==> src/rtl/apb_bus_arbiter.sv <==
// apb_bus_arbiter: shares one APB peripheral bus between two APB masters.
// Round-robin arbitration, slave decode from the address bits above
// APB_ADDR_WIDTH, a registered SETUP/ACCESS sequencer, and decode-error responses.
// Optional build macro APB_ARB_TIMEOUT_EN aborts an ACCESS phase that runs
// TIMEOUT_CYCLES cycles without PREADY. The response is PSLVERR with read data 32'hDEAD_BEEF.
module apb_bus_arbiter #(
  parameter int NUM_SLAVES     = 4,
  parameter int APB_ADDR_WIDTH = 12,
  parameter int SEL_WIDTH      = 2,
  parameter int TIMEOUT_CYCLES = 255
) (
  input  logic                                         clk_i,
  input  logic                                         rst_i,
  input  logic [1:0]                                   m_psel,
  input  logic [1:0]                                   m_penable,
  input  logic [1:0]                                   m_pwrite,
  input  logic [1:0][APB_ADDR_WIDTH+SEL_WIDTH-1:0]     m_paddr,
  input  logic [1:0][31:0]                             m_pwdata,
  output logic [1:0][31:0]                             m_prdata,
  output logic [1:0]                                   m_pready,
  output logic [1:0]                                   m_pslverr,
  output logic [NUM_SLAVES-1:0]                        s_psel,
  output logic                                         s_penable,
  output logic                                         s_pwrite,
  output logic [APB_ADDR_WIDTH-1:0]                    s_paddr,
  output logic [31:0]                                  s_pwdata,
  input  logic [NUM_SLAVES-1:0][31:0]                  s_prdata,
  input  logic [NUM_SLAVES-1:0]                        s_pready,
  input  logic [NUM_SLAVES-1:0]                        s_pslverr
);

  localparam int MAW = APB_ADDR_WIDTH + SEL_WIDTH;

  typedef enum logic [1:0] {
    ST_IDLE,
    ST_SETUP,
    ST_ACCESS,
    ST_RESP
  } state_t;

  state_t state_q, state_d;

  // last_q: master granted most recently. owner_q: master owning the current transfer.
  logic last_q, last_d;
  logic owner_q, owner_d;

  // Next values of the registered outputs.
  logic [NUM_SLAVES-1:0] s_psel_d;
  logic                  s_penable_d;
  logic                  s_pwrite_d;
  logic [APB_ADDR_WIDTH-1:0] s_paddr_d;
  logic [31:0]           s_pwdata_d;
  logic [1:0]            m_pready_d;
  logic [1:0]            m_pslverr_d;
  logic [1:0][31:0]      m_prdata_d;

  // Arbitration and decode of the request being considered in IDLE.
  logic                  gnt;
  logic [SEL_WIDTH-1:0]  gnt_idx;
  logic                  gnt_hit;
  logic [NUM_SLAVES-1:0] gnt_onehot;

  // Response of the currently selected slave.
  logic                  sel_ready;
  logic                  sel_err;
  logic [31:0]           sel_rdata;

  // The arbiter runs its own SETUP/ACCESS phases, so master PENABLE carries no
  // information it needs. The signal is kept only for interface completeness.
  logic unused_penable;
  assign unused_penable = ^m_penable;

`ifdef APB_ARB_TIMEOUT_EN
  localparam int TW = ($clog2(TIMEOUT_CYCLES + 1) > 8) ? $clog2(TIMEOUT_CYCLES + 1) : 8;
  logic [TW-1:0] tmo_q, tmo_d, tmo_next;
  logic          tmo_expired;

  // Count of ACCESS cycles spent without PREADY. The abort fires when the count reaches the limit.
  always_comb begin
    tmo_next    = tmo_q + 1'b1;
    tmo_expired = (tmo_next == TW'(TIMEOUT_CYCLES));
  end
`endif

  // Round-robin pick: a lone requester wins; on a tie the master not granted last wins.
  always_comb begin
    gnt     = (m_psel == 2'b11) ? ~last_q : m_psel[1];
    gnt_idx = m_paddr[gnt][MAW-1:APB_ADDR_WIDTH];
    gnt_hit = (int'(gnt_idx) < NUM_SLAVES);
    for (int j = 0; j < NUM_SLAVES; j++) begin
      gnt_onehot[j] = (int'(gnt_idx) == j);
    end
  end

  // AND-OR mux of the selected slave's response. s_psel is one-hot or all zero.
  always_comb begin
    sel_ready = 1'b0;
    sel_err   = 1'b0;
    sel_rdata = '0;
    for (int j = 0; j < NUM_SLAVES; j++) begin
      if (s_psel[j]) begin
        sel_ready = sel_ready | s_pready[j];
        sel_err   = sel_err   | s_pslverr[j];
        sel_rdata = sel_rdata | s_prdata[j];
      end
    end
  end

  // Next-state logic and next values of every registered output.
  always_comb begin
    // NOTE: every signal gets a default before the case; a path that skipped an
    // assignment would otherwise infer a latch.
    state_d     = state_q;
    last_d      = last_q;
    owner_d     = owner_q;
    s_psel_d    = s_psel;
    s_penable_d = s_penable;
    s_pwrite_d  = s_pwrite;
    s_paddr_d   = s_paddr;
    s_pwdata_d  = s_pwdata;
    m_pready_d  = '0;
    m_pslverr_d = '0;
    m_prdata_d  = '0;
`ifdef APB_ARB_TIMEOUT_EN
    tmo_d       = tmo_q;
`endif

    unique case (state_q)
      ST_IDLE: begin
        if (m_psel != 2'b00) begin
          last_d     = gnt;
          owner_d    = gnt;
          s_pwrite_d = m_pwrite[gnt];
          s_paddr_d  = m_paddr[gnt][APB_ADDR_WIDTH-1:0];
          s_pwdata_d = m_pwdata[gnt];
          if (gnt_hit) begin
            state_d     = ST_SETUP;
            s_psel_d    = gnt_onehot;
            s_penable_d = 1'b0;
`ifdef APB_ARB_TIMEOUT_EN
            tmo_d       = '0;
`endif
          end else begin
            // An unmapped slave index never reaches the bus. Answer with an error right away.
            state_d             = ST_RESP;
            m_pready_d[gnt]     = 1'b1;
            m_pslverr_d[gnt]    = 1'b1;
          end
        end
      end

      ST_SETUP: begin
        state_d     = ST_ACCESS;
        s_penable_d = 1'b1;
      end

      ST_ACCESS: begin
        if (sel_ready) begin
          state_d                 = ST_RESP;
          s_psel_d                = '0;
          s_penable_d             = 1'b0;
          m_pready_d[owner_q]     = 1'b1;
          m_pslverr_d[owner_q]    = sel_err;
          m_prdata_d[owner_q]     = sel_rdata;
        end
`ifdef APB_ARB_TIMEOUT_EN
        else begin
          tmo_d = tmo_next;
          if (tmo_expired) begin
            state_d               = ST_RESP;
            s_psel_d              = '0;
            s_penable_d           = 1'b0;
            m_pready_d[owner_q]   = 1'b1;
            m_pslverr_d[owner_q]  = 1'b1;
            m_prdata_d[owner_q]   = 32'hDEAD_BEEF;
          end
        end
`endif
      end

      ST_RESP: begin
        // The PREADY pulse clears through the defaults. Return to IDLE to arbitrate again.
        state_d = ST_IDLE;
      end

      default: state_d = ST_IDLE;
    endcase
  end

  // State, arbitration pointer and registered outputs. Reset clears everything
  // asynchronously and points the arbiter so that master 0 wins the first tie.
  always_ff @(posedge clk_i or posedge rst_i) begin
    if (rst_i) begin
      state_q   <= ST_IDLE;
      last_q    <= 1'b1;
      owner_q   <= 1'b0;
      s_psel    <= '0;
      s_penable <= 1'b0;
      s_pwrite  <= 1'b0;
      s_paddr   <= '0;
      s_pwdata  <= '0;
      m_pready  <= '0;
      m_pslverr <= '0;
      m_prdata  <= '0;
`ifdef APB_ARB_TIMEOUT_EN
      tmo_q     <= '0;
`endif
    end else begin
      // NOTE: non-blocking assignments give every register its value from
      // before this edge, whatever order the statements appear in.
      state_q   <= state_d;
      last_q    <= last_d;
      owner_q   <= owner_d;
      s_psel    <= s_psel_d;
      s_penable <= s_penable_d;
      s_pwrite  <= s_pwrite_d;
      s_paddr   <= s_paddr_d;
      s_pwdata  <= s_pwdata_d;
      m_pready  <= m_pready_d;
      m_pslverr <= m_pslverr_d;
      m_prdata  <= m_prdata_d;
`ifdef APB_ARB_TIMEOUT_EN
      tmo_q     <= tmo_d;
`endif
    end
  end

endmodule

==> config.mk <==
export PLATFORM = sky130hd
export DESIGN_NAME = apb_bus_arbiter
export DESIGN_NICKNAME = d
export VERILOG_FILES = /design/src/rtl/apb_bus_arbiter.sv
export SDC_FILE = /design/constraint.sdc
export NUM_CORES = 1
export LEC_CHECK = 0
export ABC_AREA = 0
export CAP_MARGIN = 20
export CORE_AREA = 5 5 133 135
export CTS_BUF_LIST = sky130_fd_sc_hd__clkbuf_4
export DETAILED_ROUTE_END_ITERATION = 6
export DIE_AREA = 0 0 138 140
export PLACE_DENSITY = 0.85
export REMOVE_ABC_BUFFERS = 1
export SLEW_MARGIN = 20
export SYNTH_ARGS = -nofsm -noshare
export SYNTH_HDL_FRONTEND = slang
export SYNTH_SLANG_ARGS = --single-unit
==> constraint.sdc <==
create_clock -name clk_i -period 4.4 [get_ports clk_i]
set_input_delay 0.88 -clock clk_i [delete_from_list [all_inputs] [get_ports clk_i]]
set_output_delay 0.88 -clock clk_i [all_outputs]
set_load 0.02 [all_outputs]
* Word level (Yosys, flattened, before mapping)
Index checks and enable logic that the tools add are counted.
W data, S select, Z words.
** Word-level totals
- Logic and storage cells :: 84
- Input bits :: 236
- Output and inout bits :: 118
- Flip-flop bits (word level) :: 122
** Cells by class
- Bitwise logic cells :: 12
- Equal/unequal tests :: 9
- Reduce and logical (&&, ||, !) cells :: 10
- $lt $le $gt $ge :: 3
- Muxes and demuxes :: 38
** Operator list (number)
- $mux W32 :: 7
- $mux W64 :: 2
- $or A32 B32 Y32 :: 3
- $and A64 B64 Y64 :: 1
- $demux W32 S1 :: 1
- $mux W14 :: 2
- $mux W1 :: 14
- $mux W2 :: 6
- $eq A2 B2 Y1 const B :: 5
- $mux W4 :: 2
- $pmux W2 S4 :: 1
- $pmux W4 S2 :: 1
- $or A1 B1 Y1 :: 6
- $reduce_and A3 Y1 :: 2
- $eq A2 B1 Y1 const B :: 2
- $logic_not A2 Y1 :: 2
- $lt A1 B2 Y1 const B :: 2
- $ne A2 B2 Y1 const B :: 2
- $reduce_and A2 Y1 :: 2
- $reduce_bool A2 Y1 :: 2
- $pmux W1 S3 :: 1
- $reduce_bool A3 Y1 :: 1
- $and A2 B2 Y2 :: 1
- $demux W1 S1 :: 1
- 3 further kinds :: 3

* Depth between registers and ports, before layout
Gate-level depths: netlist (run 1).
- Word-level depth :: 10
- Depth in mapped cells :: 7
- Depth with buffers taken out :: 5

* Worst setup path after synthesis (run 1)
No wires, ideal clock.
- Kind :: input -> register
- Start point :: input m_psel[1]
- End point :: register s_psel[1]
- Path buffers :: 2
- Data required time :: 4.272 ns
- Slack :: 2.556 ns
- Stages :: 6
- Library setup time :: 0.128 ns
- Arrival time :: 1.716 ns
- Cells stage by stage :: a21boi_2 > buf_4 > buf_6 > nand3b_1 > a21oi_1 > mux2_1
** On the way
- Longest elaborated chain between the ends :: 7
- Elaborated cells on any way between the ends :: 10
- Those cells by class :: eq/ne (3); mux (5); reduce/logical (2)
** RTL lines
- start, declared :: RTL line 14 : input logic [1:0] m_psel,
- $eq A2 B2 Y1 :: RTL line 87 : gnt = (m_psel == 2'b11) ? ~last_q : m_psel[1];
- $mux W1 :: RTL line 87
- $mux W14 (2 in a row)
- $eq A2 B2 Y1 :: RTL line 91 : gnt_onehot[j] = (int'(gnt_idx) == j);
- $mux W4 :: RTL line 130 : if (m_psel != 2'b00) begin
- $pmux W4 S2 :: RTL line 128 : unique case (state_q)
- end signal, assigned :: RTL line 214 : s_psel <= s_psel_d;
- end, declared :: RTL line 22 : output logic [NUM_SLAVES-1:0] s_psel,
Parallel ways exist; a longest one is shown, timed or not. The select of a mux whose other input is x is not followed.
A chain may end at the register's enable or synchronous reset.

* Final worst setup path (run 1)
- Start point :: register s_psel[3]
- End point :: output s_psel[3]
No word-level cell between the ends.

==> impl_summary.txt, run 1 <==
----------------------------------------------------
[Worst setup path]
  Worst Path Arrival ... 2.00 ns
  Worst Path Buf+Inv ... 2
  Worst path max stage delay ... 0.70 ns
  Worst path slowest cell ... clkdlybuf4s50_1
  Maximum fanout along the worst path ... 35
  Type of the worst setup path ... reg2out
  Data required time of the critical path ... 3.52 ns
  Largest delay share family, worst path ... buffers and inverters
  Capturing element type of the critical path ... output port
  Series of cell instances along the critical path ... buf_4 > clkdlybuf4s50_1
  Worst Setup Start Kind ... register

[Place]
  Port-buffer cells ... 351
  Half-perimeter wire length after detailed placement ... 15.93 mm
  Worst slack after detailed placement ... 1.174 ns
  Number of instances in the placed design ... 1011
  Weighted congestion reported at the end of routability-driven placement ... 0.8359

[Routing]
  DR pass1 iterations ... 6
  DRT iter0 DRCs ... 149
  Total vias in the final route ... 5120
  Overall routed net length ... 20.67 mm
  Drc violations ... 0
  Post-route antenna net violation count ... 0
  Drt wl/cell ... 19.76 µm
  Via density per instance ... 4.895

[Synth]
  Register area share after synthesis ... 58.22%
  Synthesized netlist cell count ... 470
  Cell type with the highest aggregate area in the netlist ... dfrtp_1
  Count of yosys warnings during synthesis ... 0
  Mux share of post-synthesis cell area ... 10.06%
  Avg Synthesized Cell Area ... 11.16 µm²
  Cell area after technology mapping ... 0.005246 mm²
  Arithmetic-cell share of the synthesized area counting full adders, half adders and majority gates ... 0.7155%
  Compound-Gate Fraction of Synth Area ... 17.24%
  Fraction of registers with async set/reset ... 100.0%
  Synth area leaders ... dfrtp_1 (58%), mux2i_1 (8.8%), a22o_1 (5.7%), a221oi_1 (5.5%), nor2_1 (4.8%)
  Area share of xor/xnor cells in the synthesized design ... 0%
  Most common cell in the netlist ... dfrtp_1
  Commonest cells in the netlist ... dfrtp_1 (121), nor2_1 (67), nand2_1 (48), mux2i_1 (46), a22o_1 (34)
  Simple-gate area share of the yosys netlist ... 9.540%
  Dominant combinational cell family by area after synthesis ... compound AO/OA/AOI/OAI gates
  Flops & latches, synth ... 122
  Count of cell types in the netlist ... 31
  Top-area cell type share of the netlist area ... 57.72%
  Count of flip-flops with a built-in enable after synthesis ... 0
  Most common flop cell mapped by yosys ... dfrtp_1

[Clocking]
  Post-CTS setup buffers ... 0
  TritonCTS buffer count ... 17
  Sinks on Clock Net ... 122
  Hold_buf cts ... 0
  Max Buffers Root-to-Sink ... 2
  Source-to-sink clock delay at the later pin of the worst-skew pair ... 0.51 ns
  Cell at the root of the clock tree ... clkbuf_4
  TritonCTS clock tree ... yes
  Total of cells resized after clock tree synthesis ... 0
  H-tree levels ... 4
  Clock-pin slew reported for the worst setup and hold paths after clock tree synthesis ... 0.12 ns

[Run status]
  Outcome ... finished clean

[STA]
  Highest clock frequency the design can meet ... 0.3469 GHz
  Least-Margin Pin Slew ... 0.9988 ns
  Relative slew slack ... 33.24%
  Min cycle time layout ... 2.883 ns
  Max-slew violation count ... 0
  Setup-failing EPs final ... 0
  Unrepaired setup endpoints after global routing ... no
  Final Cycle Share ... 65.52%
  Final sum of negative setup slack ... 0 ns
  Final Skew ... 0.01664 ns
  Setup ws final ... 1.517 ns
  Number of endpoints with negative hold slack in the final report ... 0

[Finish]
  Area delta synth->final ... 76.79%
  Final std cells w/o fill ... 1046
  Final net count ... 1049
  Number of filler instances in the final layout ... 1440
  Ratio of cells with drive above 1 in the final layout ... 6.197%

[Power]
  Total leakage power ... 3.958 nW
  Total Power ... 4.839 mW
  Power per cell area ... 521.7 mW/mm²
  Maximum vdd ir drop ... 255.5 µV

[Die]
  Row Count ... 47
  Core footprint ... 0.01635 mm²
  I/O pins ... 354
  Overall die area ... 0.01932 mm²
  Vertical extent of the die ... 140 µm
  Die width ... 138 µm
  Effective utilization at floorplan ... 32.09%

[Global routing]
  Largest net degree at the start of global routing ... 73
  Antenna violations before repair ... 3
  Via count of the first global-routing pass ... 5419
  GR Overflow Total ... 0
  Aggregate global-route resource usage ... 20.75%
  Global-route wire length before repair ... 31.04 mm

[Flow run]
  Number of violations of the max-capacitance limit ... 0

[Hold path]
  Worst hold path type ... reg2reg

----------------------------------------------------
[registers in the layout (all words and copies together) (netlist names)]
signal and flops:
m_prdata 64, s_pwdata 32, s_paddr 12, s_psel 4, m_pready 2, m_pslverr 2, state_q 2, last_q 1
owner_q 1, s_penable 1, s_pwrite 1
[cell type report]
class / instances / area (µm²) / area share, %
diodes: 3 / 7.507 / 0.08094
clock buffers: 17 / 127.6 / 1.376
clock inverters: 15 / 176.4 / 1.902
inverters: 5 / 21.27 / 0.2293
multi-input cells: 304 / 1994 / 21.50
flip-flops and latches: 122 / 3054 / 32.93
well taps: 220 / 275.3 / 2.968
repair buffers: 360 / 3618 / 39.01
[kinds of logic (layout without fill, tap and decap cells)]
| group | after synthesis | in the layout |
|---|---|---|
| compound gates | 124 | 124 |
| fa+ha+maj | 3 | 3 |
| buf+inv | 44 | 397 |
| flops | 122 | 122 |
| mux | 52 | 52 |
| other cells | 0 | 3 |
| simple gates | 125 | 125 |
[layout by cell type, fill, tap and decap left out, types with 2 or more instances in the layout]
cell and count:
a221oi_1 33, mux2_2 3, mux2_1 3, o21ai_1 19, a22oi_2 2, diode_2 3
clkinv_4 3, buf_4 6, nand3b_1 3, bufinv_16 3, buf_12 3, o21ai_0 26
clkbuf_4 17, nand3_1 2, clkdlybuf4s50_1 351, nor2_1 67, nand2_1 48, clkinv_2 2
inv_1 4, ha_1 3, a22o_1 34, mux2i_1 46, dfrtp_1 121, a21oi_1 4
clkinvlp_4 5
[power by group]
group / internal, mW / switching [mW]
logic: 1.12 / 1.31
registers: 1.42 / 0.139
clock network: 0.393 / 0.456
[worst min-delay path: cells and delay by family, from the launching register on]
kind | cells | cell delay [ns]
flip-flops | 1 | 0.36
AO/OA/AOI/OAI | 1 | 0.06
AND/OR/NAND/NOR | 1 | 0.05
[per-stage QoR]
step	hold WS, ns	utilization (%)	cell area, µm²
after floorplan	0.4783	-	5044
after global placement	0.4625	54.83	8964
after detailed placement	0.4701	54.83	8964
after CTS	0.4959	56.69	9268
after global routing	0.5183	56.74	9275
final	0.4923	56.74	9275
[per-layer routing]
metal	GRT usage [%]	part of all wire (%)	vias up
met4	6.968	2.5	4
met5	0	0.12	-
met1	22.38	37	2448
met2	35.97	50	269
li1	-	-	2366
met3	9.850	11	33
[final timing paths]
path | start | to | slack [ns] | cells after the start
worst max register to register | s_psel[0] | m_prdata[19] | 2.25 | 6
worst min-delay path | s_pwdata[0] | s_pwdata[0] | 0.49 | 2
worst min register to register | s_pwdata[0] | s_pwdata[0] | 0.49 | 2
worst max-delay path | s_psel[3] | s_psel[3] | 1.52 | 2
min in group asynchronous | rst_i | m_prdata[60] | 0.87 | 2
max in group asynchronous | rst_i | last_q | 2.71 | 3
(Power assumes the default switching activity.)
==> run 2: changes to the inputs <==
Clock period 4.4 ns to 2.73 ns, I/O delays scaled along.
==> run 2 against run 1 <==
Total power is 59% higher. Global-route usage grew 0.18 points. Critical path depth did not move. Largest power group unchanged. Routed wire length is 0.87% higher. Clock-buffer cell count is 3 higher. Register-to-register slack worse by 1.3 ns. Cell count up 0.19%. Flip-flop and latch count unchanged. Setup slack got worse by 1.1 ns. Cell area is essentially flat.
==> impl_summary.txt, run 2 (synthesis results as in run 1) <==
----------------------------------------------------
[Die]
  Row Count ... 47
  Overall die area ... 0.01932 mm²
  Core footprint ... 0.01635 mm²
  Die width ... 138 µm
  Vertical extent of the die ... 140 µm
  I/O pins ... 354
  Effective utilization at floorplan ... 32.09%

[Power]
  Maximum vdd ir drop ... 391.6 µV
  Total leakage power ... 3.981 nW
  Power per cell area ... 828.1 mW/mm²

[Worst setup path]
  Data required time of the critical path ... 2.18 ns
  Worst Setup Start Kind ... register
  Crit path capture ... s_psel[1]
  Type of the worst setup path ... reg2out
  Critical register-to-register path endpoint ... m_prdata[39]
  Worst Path Arrival ... 1.75 ns
  Reg2reg setup slack ... 0.91 ns
  Launch instance of the worst register-to-register path ... s_psel[1]
  Capturing element type of the critical path ... output port
  Length in cells of the worst reg-to-reg path ... 6
  Setup crit start ... s_psel[1]
  Maximum fanout along the worst path ... 15

[Finish]
  Final net count ... 1053
  Final std cells w/o fill ... 1048
  Registers with the highest flip-flop counts ... m_prdata x64, s_pwdata x32, s_paddr x12
  Register containing the most flip-flops in the final layout ... m_prdata
  Area delta synth->final ... 76.89%
  Largest register FFs ... 64
  Footprint of the flip-flops and latches ... 0.003054 mm²
  Number of filler instances in the final layout ... 1405
  Area of the multi-input gates ... 0.001994 mm²
  Most frequent cells in the layout ... clkdlybuf4s50_1 (351), dfrtp_1 (121), nor2_1 (67), nand2_1 (48), mux2i_1 (46)
  Final cell area excluding filler cells ... 0.009280 mm²
  Post-route core utilization ... 56.77%
  Ratio of cells with drive above 1 in the final layout ... 6.303%
  Most common library cell in the layout ignoring fill and taps ... clkdlybuf4s50_1

[STA]
  Max-slew violation count ... 0
  Highest clock frequency the design can meet ... 0.4350 GHz
  Min cycle time layout ... 2.299 ns
  Least-Margin Pin Slew ... 0.5598 ns
  Setup ws final ... 0.4312 ns
  Final Cycle Share ... 84.21%
  Setup-failing EPs final ... 0
  Number of endpoints with negative hold slack in the final report ... 0
  Relative slew slack ... 62.68%
  Final Skew ... 0.01691 ns
  Unrepaired setup endpoints after global routing ... no

[Run status]
  Outcome ... finished clean

[Clocking]
  H-tree levels ... 4
  Cell at the root of the clock tree ... clkbuf_4
  Source-to-sink clock delay at the later pin of the worst-skew pair ... 0.51 ns
  Max Buffers Root-to-Sink ... 2
  Post-CTS setup buffers ... 0
  Hold_buf cts ... 0
  Sinks on Clock Net ... 122
  Total of cells resized after clock tree synthesis ... 0
  Clock-pin slew reported for the worst setup and hold paths after clock tree synthesis ... 0.10 ns
  TritonCTS clock tree ... yes
  TritonCTS buffer count ... 17

[Place]
  Half-perimeter wire length after detailed placement ... 16.36 mm
  Weighted congestion reported at the end of routability-driven placement ... 0.8278
  Number of instances in the placed design ... 1015
  Port-buffer cells ... 351
  Placed cell areas ... 0.009019 mm²
  Worst slack after detailed placement ... 0.3920 ns

[Hold path]
  Worst hold path type ... in2async

[Routing]
  DRT iter0 DRCs ... 135
  Total vias in the final route ... 5140
  Drc violations ... 0
  Via density per instance ... 4.905
  Overall routed net length ... 20.85 mm
  Drt wl/cell ... 19.90 µm
  Post-route antenna net violation count ... 0
  DR pass1 iterations ... 6

[Global routing]
  Via count of the first global-routing pass ... 5403
  Largest net degree at the start of global routing ... 75
  Global-route wire length before repair ... 31.02 mm
  Antenna violations before repair ... 5
  Aggregate global-route resource usage ... 20.93%
  GR Overflow Total ... 0

[Flow run]
  Number of violations of the max-capacitance limit ... 0

----------------------------------------------------
[run 2: cell types whose count changed in the layout (fill, tap and decap cells not counted)]
cell / previous run / this run
clkinvlp_4: 5 / 1
clkbuf_4: 17 / 20
buf_12: 3 / 5
buf_4: 6 / 8
clkinv_2: 2 / 4
clkinv_4: 3 / 1
bufinv_16: 3 / 2
clkinv_1: 1 / 2
inv_6: 1 / 0
[run 2: layout make-up]
type | count | share of cell area, %
inverter | 5 | 0.2292
sequential | 122 | 32.91
timing repair buffer | 364 | 39.58
clock buffer | 20 | 1.618
clock inverter | 10 | 1.119
tap | 220 | 2.966
antenna | 3 | 0.08090
multi-input combinational | 304 | 21.49
[run 2: worst min path at each step]
stage,start,endpoint,slack (ns),cells past startpoint
3_3_place_gp,s_pwdata[14],s_pwdata[14],0.46,2
4_1_cts,rst_i,m_prdata[7],0.39,2
5_1_grt,rst_i,m_prdata[7],0.41,2
6_report,rst_i,m_prdata[7],0.43,2
3_5_place_dp,s_paddr[10],s_paddr[10],0.47,2
2_1_floorplan,state_q[0],state_q[0],0.48,1
[run 2: stage by stage]
step / hold slack (ns) / power, mW / setup TNS (ns)
4_1_cts: 0.3908 / 7.786 / 0
3_3_place_gp: 0.4622 / 6.447 / 0
2_1_floorplan: 0.4783 / 4.631 / -178.22
6_report: 0.4258 / 7.685 / 0
3_5_place_dp: 0.4732 / 6.553 / 0
5_1_grt: 0.4111 / 8.163 / 0
[run 2: layer usage]
| layer | vias up | wire length (µm) | global-route usage (%) |
|---|---|---|---|
| met5 | - | 29 | 0 |
| met4 | 4 | 473 | 6.708 |
| met3 | 25 | 2602 | 12.17 |
| met2 | 293 | 10440 | 36.54 |
| met1 | 2443 | 7308 | 21.06 |
| li1 | 2375 | - | - |
[run 2: power by group]
| group | internal (mW) | switching, mW |
|---|---|---|
| Combinational | 1.83 | 2.11 |
| Sequential | 2.29 | 0.251 |
| Clock | 0.553 | 0.654 |
| Total | 4.67 | 3.01 |
[run 2: critical path, stage by stage, from the launching register on]
cell	delay, ns
dfrtp_1	0.37
buf_4	0.23
clkdlybuf4s50_1	0.64
==> run 3: changes to the inputs <==
Clock period 2.73 ns to 2.2 ns, I/O delays scaled along.
==> run 3 against run 2 <==
Clock-buffer cell count unchanged. Critical path type unchanged. Critical endpoint unchanged. Via count up 0.56%. Clock skew barely moved. Critical path depth shrank 1. Die area did not move. Clock power grew 45%. Setup slack got worse by 0.27 ns.
==> impl_summary.txt, run 3 (synthesis results as in run 1) <==
----------------------------------------------------
[STA]
  Number of endpoints with negative hold slack in the final report ... 0
  Setup ws final ... 0.1611 ns
  Least-Margin Pin Slew ... 0.5492 ns
  Unrepaired setup endpoints after global routing ... no
  Setup-failing EPs final ... 0
  Relative slew slack ... 63.39%
  Min cycle time layout ... 2.039 ns
  Final hold slack ... 0.3321 ns
  Max-slew violation count ... 0
  Final Cycle Share ... 92.68%
  Final Skew ... 0.01723 ns
  Highest clock frequency the design can meet ... 0.4905 GHz

[Worst setup path]
  Setup crit start ... s_psel[1]
  Worst path slowest cell ... clkdlybuf4s50_1
  Launch instance of the worst register-to-register path ... s_psel[1]
  Data required time of the critical path ... 1.76 ns
  Maximum fanout along the worst path ... 3
  Worst Path Arrival ... 1.60 ns
  Type of the worst setup path ... reg2out
  Worst Setup Start Kind ... register
  Series of cell instances along the critical path ... clkdlybuf4s50_1
  Capturing element type of the critical path ... output port
  Largest delay share family, worst path ... buffers and inverters
  Worst path max stage delay ... 0.69 ns
  Worst Path Buf+Inv ... 1

[Global routing]
  GR Overflow Total ... 0
  Aggregate global-route resource usage ... 21.58%
  Antenna violations before repair ... 3
  Global-route wire length before repair ... 32.02 mm
  Largest net degree at the start of global routing ... 92
  Via count of the first global-routing pass ... 5471

[Routing]
  Total vias in the final route ... 5169
  DRT iter0 DRCs ... 149
  Drc violations ... 0
  DR pass1 iterations ... 5
  Via density per instance ... 4.913
  Drt wl/cell ... 20.00 µm
  Overall routed net length ... 21.04 mm
  Post-route antenna net violation count ... 0

[Finish]
  Area delta synth->final ... 77.94%
  Most common library cell in the layout ignoring fill and taps ... clkdlybuf4s50_1
  Most frequent cells in the layout ... clkdlybuf4s50_1 (348), dfrtp_1 (121), nor2_1 (67), nand2_1 (48), mux2i_1 (46)
  Post-route core utilization ... 57.10%
  Ratio of cells with drive above 1 in the final layout ... 6.514%
  Largest register FFs ... 64
  Number of filler instances in the final layout ... 1407
  Final cell area excluding filler cells ... 0.009335 mm²
  Area of the multi-input gates ... 0.001994 mm²
  Register containing the most flip-flops in the final layout ... m_prdata
  Footprint of the flip-flops and latches ... 0.003054 mm²
  Final net count ... 1056
  Registers with the highest flip-flop counts ... m_prdata x64, s_pwdata x32, s_paddr x12

[Die]
  Overall die area ... 0.01932 mm²
  Die width ... 138 µm
  Effective utilization at floorplan ... 32.09%
  Vertical extent of the die ... 140 µm
  I/O pins ... 354
  Core footprint ... 0.01635 mm²
  Row Count ... 47

[Place]
  Port-buffer cells ... 351
  Half-perimeter wire length after detailed placement ... 16.29 mm
  Worst slack after detailed placement ... 0.1267 ns
  Weighted congestion reported at the end of routability-driven placement ... 0.8365
  Placed cell areas ... 0.009029 mm²

[Power]
  Maximum vdd ir drop ... 477.2 µV
  Share of total power in combinational logic ... 49.9%
  Power per cell area ... 1049 mW/mm²
  Sequential share of power ... 32.2%
  Total leakage power ... 4.022 nW
  Net switching power of the design ... 3.777 mW
  Power share of the clock group ... 18.0%
  Sw Ratio ... 38.56%
  Cell internal pwr ... 6.019 mW
  Total Power ... 9.796 mW

[Clocking]
  Max Buffers Root-to-Sink ... 2
  TritonCTS clock tree ... yes
  Clock-pin slew reported for the worst setup and hold paths after clock tree synthesis ... 0.11 ns
  Source-to-sink clock delay at the later pin of the worst-skew pair ... 0.51 ns
  Sinks on Clock Net ... 122
  TritonCTS buffer count ... 17
  Hold_buf cts ... 0
  Post-CTS setup buffers ... 0
  H-tree levels ... 4
  Total of cells resized after clock tree synthesis ... 3
  Cell at the root of the clock tree ... clkbuf_4

[Flow run]
  Number of violations of the max-capacitance limit ... 0

[Hold path]
  Worst hold path type ... in2async

[Run status]
  Outcome ... finished clean

----------------------------------------------------
-- run 3: per-layer routing --
| layer | GRT usage, % | vias to the layer above | share of wire (%) |
|---|---|---|---|
| met4 | 6.084 | 4 | 1.8 |
| met1 | 23.31 | 2466 | 36 |
| met5 | 0 | - | 0.13 |
| met2 | 37.49 | 291 | 51 |
| met3 | 10.87 | 30 | 11 |
| li1 | - | 2378 | - |
-- run 3: path summary, 6_finish.rpt --
path                                 to  slack, ns  cells past startpoint
setup reg to reg              s_psel[2]       0.52                      5
hold / removal             m_prdata[39]       0.33                      3
setup / recovery              s_psel[1]       0.16                      1
min in group clk_i         s_pwdata[15]       0.49                      2
hold reg to reg            s_pwdata[15]       0.49                      2
max in group asynchronous        last_q       1.38                      3
-- run 3: cell type report --
cell class                 count  share of cell area, %
multi-input combinational    304                  21.36
antenna                        3                0.08042
timing repair buffer         367                  39.42
sequential                   122                  32.72
clock buffer                  20                  1.608
inverter                       5                 0.2279
tap                          220                  2.949
clock inverter                11                  1.635
-- run 3: power by group through the flow --
stage	sequential [mW]	combinational (mW)	clock, mW
final	3.15	4.89	1.76
after floorplan	4.03	1.71	0
after global routing	3.23	5.29	1.91
after global placement	3.17	4.85	0
after CTS	3.16	4.95	1.82
after detailed placement	3.21	4.95	0
-- run 3: per-stage QoR --
step                setup TNS, ns  cells
floorplan                 -251.23    431
CTS                             0   1049
detailed placement              0   1018
finish                          0   1052
global placement                0   1018
global route                    0   1052
